**src/rtl/clk_100khz.sv**
```systemverilog
// Clock divider: produces a 50% duty square wave at OUT_FREQ_HZ from clk_i.
// The output is taken straight from a flop, so it can never glitch. Between
// transitions a counter runs 0..HALF_PERIOD-1 and then reloads 0, so codes
// above HALF_PERIOD-1 are never visited.
module clk_100khz #(
    parameter int unsigned CLK_FREQ_HZ = 100_000_000,
    parameter int unsigned OUT_FREQ_HZ = 100_000
) (
    input  logic clk_i,
    input  logic reset_i,
    output logic k_o
);

    // Guarded so that a zero output frequency reaches the fatal check below
    // instead of dividing by zero first.
    localparam int unsigned HALF_PERIOD =
        (OUT_FREQ_HZ == 0) ? 1 : CLK_FREQ_HZ / (2 * OUT_FREQ_HZ);
    localparam int unsigned CNT_W =
        (HALF_PERIOD <= 1) ? 1 : $clog2(HALF_PERIOD);
    localparam logic [CNT_W-1:0] CNT_LAST = CNT_W'(HALF_PERIOD - 1);

    // Reject frequency pairs that cannot give an exact 50% duty output.
    if (OUT_FREQ_HZ == 0) begin : g_err_zero
        $fatal(1, "clk_100khz: OUT_FREQ_HZ must be non-zero");
    end else if (2 * OUT_FREQ_HZ > CLK_FREQ_HZ) begin : g_err_fast
        $fatal(1, "clk_100khz: 2*OUT_FREQ_HZ exceeds CLK_FREQ_HZ");
    end else if (CLK_FREQ_HZ % (2 * OUT_FREQ_HZ) != 0) begin : g_err_ratio
        $fatal(1, "clk_100khz: CLK_FREQ_HZ is not a multiple of 2*OUT_FREQ_HZ");
    end

    logic [CNT_W-1:0] cnt_q, cnt_d;
    logic             k_q,   k_d;

    // Next state: count up, or reload and flip the output at the end of a half period.
    always_comb begin
        // NOTE: every always_comb output gets a default first, so no path can infer a latch.
        cnt_d = cnt_q + 1'b1;
        k_d   = k_q;
        if (cnt_q == CNT_LAST) begin
            cnt_d = '0;
            k_d   = ~k_q;
        end
    end

    // State register; reset clears counter and output immediately, without a clock.
    always_ff @(posedge clk_i or negedge reset_i) begin
        // NOTE: non-blocking assignments keep every flop sampling pre-edge values.
        if (!reset_i) begin
            cnt_q <= '0;
            k_q   <= 1'b0;
        end else begin
            cnt_q <= cnt_d;
            k_q   <= k_d;
        end
    end

    assign k_o = k_q;

endmodule

```
**config.mk**
```make
export PLATFORM = sky130hd
export DESIGN_NAME = clk_100khz
export DESIGN_NICKNAME = d
export VERILOG_FILES = /design/src/rtl/clk_100khz.sv
export SDC_FILE = /design/constraint.sdc
export NUM_CORES = 1
export LEC_CHECK = 0
export ABC_AREA = 1
export CAP_MARGIN = 20
export CORE_AREA = 3 3 40 42
export DETAILED_ROUTE_END_ITERATION = 10
export DIE_AREA = 0 0 43 45
export HOLD_SLACK_MARGIN = 0.02
export PLACE_DENSITY = 0.63
export SLEW_MARGIN = 20
export SYNTH_ARGS = -nofsm -noshare
export SYNTH_HDL_FRONTEND = slang
export SYNTH_SLANG_ARGS = --single-unit
```
**constraint.sdc**
```tcl
create_clock -name clk_i -period 1.3 [get_ports clk_i]
set_clock_uncertainty 0.05 [all_clocks]
set_input_delay 0.13 -clock clk_i [delete_from_list [all_inputs] [get_ports clk_i]]
set_output_delay 0.13 -clock clk_i [all_outputs]
set_load 0.01 [all_outputs]
```
==> results.md <==
Clocking:
- No sink is reached through more buffers than the 2 on the longest clock path.
- The buffers inserted during post-CTS setup optimization is 0.
- The H-tree depth is 1.
- TritonCTS built the clock tree.
- The worst-skew pair later-pin latency is 0.27 ns.
- Clock-pin slew was measured on the worst setup and hold paths at roughly 0.06 ns.
- The tree is rooted in a sky130_fd_sc_hd__clkbuf_4.
- Clock tree synthesis inserted a total of 3 buffers.
- Counting every sink on the clock net gives 10.

Route:
- The vias per cell is ~4.7.
- The number of detailed-routing iterations run before antenna repair is 4.
- The first routing iteration left 5 violations.
- For this run, design rule violations remaining after detail routing come to 0.
- The remaining antenna violation count after routing is 0.
- Summed over all layers, the routed wires come to 784 um.
- The via count is 373.
- After detailed routing, the average wire length per cell comes to about 10 um.

Worst setup path:
- The critical path startpoint category is a register.
- The number of cells on the worst reg-to-reg path is 6.
- The signal on the critical path passes through ha_2 -> nand2_1 -> nor2_2 -> nand2_4 -> inv_2 -> nor2_1.
- The largest fanout on the critical path is 6.
- The largest single stage delay on the critical path is 0.37 ns.
- The required time at the worst-slack endpoint is between 1 and 1.5 ns.
- The category of the critical setup timing path is reg -> reg.
- The data arrival time of the worst path is 1.29 ns.
- In this run the number of cells on the critical path is 6.
- The count of buffering cells on the critical path with inverters included is 1.
- The master of the slowest instance on the critical path is sky130_fd_sc_hd__dfrtp_1.
- The worst register-to-register path has a setup slack of about 0.12 ns.
- The launch instance of the worst register-to-register path is cnt_q[1].
- In this run the critical register-to-register path is captured at cnt_q[4].
- The dominant delay contributor by cell family on the critical path is flip-flops.
- The most critical setup path has its startpoint at cnt_q[1].
- The critical path endpoint is cnt_q[4].
- STA classifies the critical path endpoint as a register.

Global route:
- The initial antenna violation count was 0.
- The global-route wire length before repair is 1460 um.
- The largest net degree at the start of global routing is 11.
- After global routing the overflow that remains totals 0.
- The number of global-route vias before repair is ~350.
- Global routing used 10.9% of the available tracks across all layers.

Status:
- The flow ran to the end, and the final reports show no timing, DRC or antenna violations.

Logic synthesis:
- The post-synthesis net count is approximately 60.
- The synthesized area divided by synthesized cell count is 8.59 um^2.
- The post-synthesis cell type count is 15.
- The area of the mapped netlist is 498 um^2.
- The register bit count reported by yosys is 10.
- After technology mapping, the gate count stands at 58.
- During synthesis, Yosys emitted a total of 0 warnings.
- The fraction of the yosys area taken by sequential cells is 50.3%.

Timing:
- After layout, the worst path uses 90.9% of the clock period.
- The routed design could run at a clock period as short as 1.18 ns.
- The transition at the pin with the smallest max-transition slack is 0.459 ns.
- The final number of max-transition violations is 0.
- Setup repair after global routing left no endpoint under its margin.
- The final sum of negative setup slack is 0 ns.
- The number of failing hold endpoints at the final stage is 0.
- The final setup violation count is 0.
- The maximum clock rate is 846 MHz.
- In this run the tightest slew margin relative to its limit is between 60 and 70%.

Final layout:
- After the last flow step, the layout net total stands at 69.
- The repair_antennas step left the layout with diodes totalling 0.
- The final core utilization is between 40% and 50%.
- The post-route standard cell area excluding fillers is between 500 and 600 um^2.
- From synthesis to final layout, the design area changed by 16.8%.
- The share of final-layout standard cells stronger than drive strength 1 is 21.5%.

Floorplanning:
- The floorplan die area is 0.00194 mm^2.
- After floorplanning, the core was divided into 13 placement rows.
- The width of the die is 43 um.
- The die is 45 um tall.
- The initial standard-cell utilization of the core is 38.8%.
- The core region is 0.00128 mm^2.
- The number of placed I/O pins is 3.

Flow run:
- The number of max-cap violations is 0.

Placed design:
- In this run the cell area measured after placement is 544 um^2.
- The HPWL after detailed placement is 604 um.
- Routability-driven placement finished with a final weighted congestion of 0.762.
- The number of I/O port buffers is 2.

Hold path:
- The class of the tightest hold or removal check is in -> async.

Power:
- The reported leakage power is 0.308 nW.
- Power spread over the standard cell area amounts to 1020 mW/mm^2.
- The worst ir drop on vdd is 0.615 mV.
-- layer usage --
metal	track usage (%)	wire length, um	vias to the layer above
met1	13.9	407	171
met5	0	0	-
met2	14.7	315	4
li1	-	-	194
met3	2.39	29	4
met4	10.8	31	0
-- stage by stage --
step	total power, mW	hold WS (ns)	setup slack, ns	cells
finish	0.596	0.130	0.118	80
detailed placement	0.326	0.431	0.0866	76
floorplan	0.317	-0.216	0.172	58
global route	0.620	0.153	0.0201	80
CTS	0.606	0.140	0.0738	80
global placement	0.326	0.422	0.113	76
-- registers in the layout, indices dropped and copies added, names as in the netlist --
signal  count
cnt_q       9
k_o         1
-- power by group --
part | internal, mW | switching [mW] | leakage (nW)
Combinational | 0.00265 | 0.00592 | 0.162
Clock | 0.170 | 0.106 | 0.0210
Sequential | 0.311 | 0 | 0.125
-- cell families (layout without fill, tap and decap cells) --
kind of cell	after synthesis	in the layout	synth area share, %
xor+xnor	3	3	5.28
buf+inv	7	14	5.28
fa+ha+maj	1	1	2.51
compound gates	4	4	4.02
simple gates	33	33	32.7
flops	10	10	50.3
-- what timing repair did --
item	CTS	global route
pin swaps	0	0
hold buffers	0	0
endpoints found under the setup margin	1	6
resized for setup	1	1
-- worst min-delay path by stage --
stage,endpoint,slack [ns],cells after the start
floorplan,cnt_q[0],-0.22,0
global placement,k_o,0.42,1
detailed placement,k_o,0.43,1
CTS,cnt_q[4],0.14,1
global route,cnt_q[4],0.15,1
finish,cnt_q[4],0.13,1
-- area by class of cell --
cell class / count / area (um^2)
Clock buffer: 4 / 36.3
Fill cell: 140 / 703
Inverter: 7 / 26.3
Multi-Input combinational cell: 41 / 224
Sequential cell: 10 / 250
Tap cell: 15 / 18.8
Timing Repair Buffer: 3 / 26.3
-- cell usage in the layout, fill, tap and decap left out --
master	n
sky130_fd_sc_hd__a21oi_1	4
sky130_fd_sc_hd__inv_1	5
sky130_fd_sc_hd__nand2_2	2
sky130_fd_sc_hd__nor2_4	2
sky130_fd_sc_hd__nor2_1	10
sky130_fd_sc_hd__nand3_1	4
sky130_fd_sc_hd__dlygate4sd2_1	1
sky130_fd_sc_hd__nand2_1	12
sky130_fd_sc_hd__clkdlybuf4s50_1	1
sky130_fd_sc_hd__nand2_4	1
sky130_fd_sc_hd__ha_2	1
sky130_fd_sc_hd__clkbuf_4	3
sky130_fd_sc_hd__inv_2	2
sky130_fd_sc_hd__buf_4	1
sky130_fd_sc_hd__clkbuf_8	1
sky130_fd_sc_hd__xnor2_1	1
sky130_fd_sc_hd__dfrtp_1	10
sky130_fd_sc_hd__nor2_2	1
sky130_fd_sc_hd__nand3b_1	1
sky130_fd_sc_hd__xor2_1	2
-- Yosys cell counts, drive strengths merged --
cell	instances	area, um^2
nor2	13	66.3
inv	7	26.3
nand2	15	68.8
xor2	2	17.5
dfrtp	10	250
nand3b	1	7.51
nand3	4	20.0
xnor2	1	8.76
ha	1	12.5
a21oi	4	20.0
No activity file was read; power rests on OpenSTA's default activity.
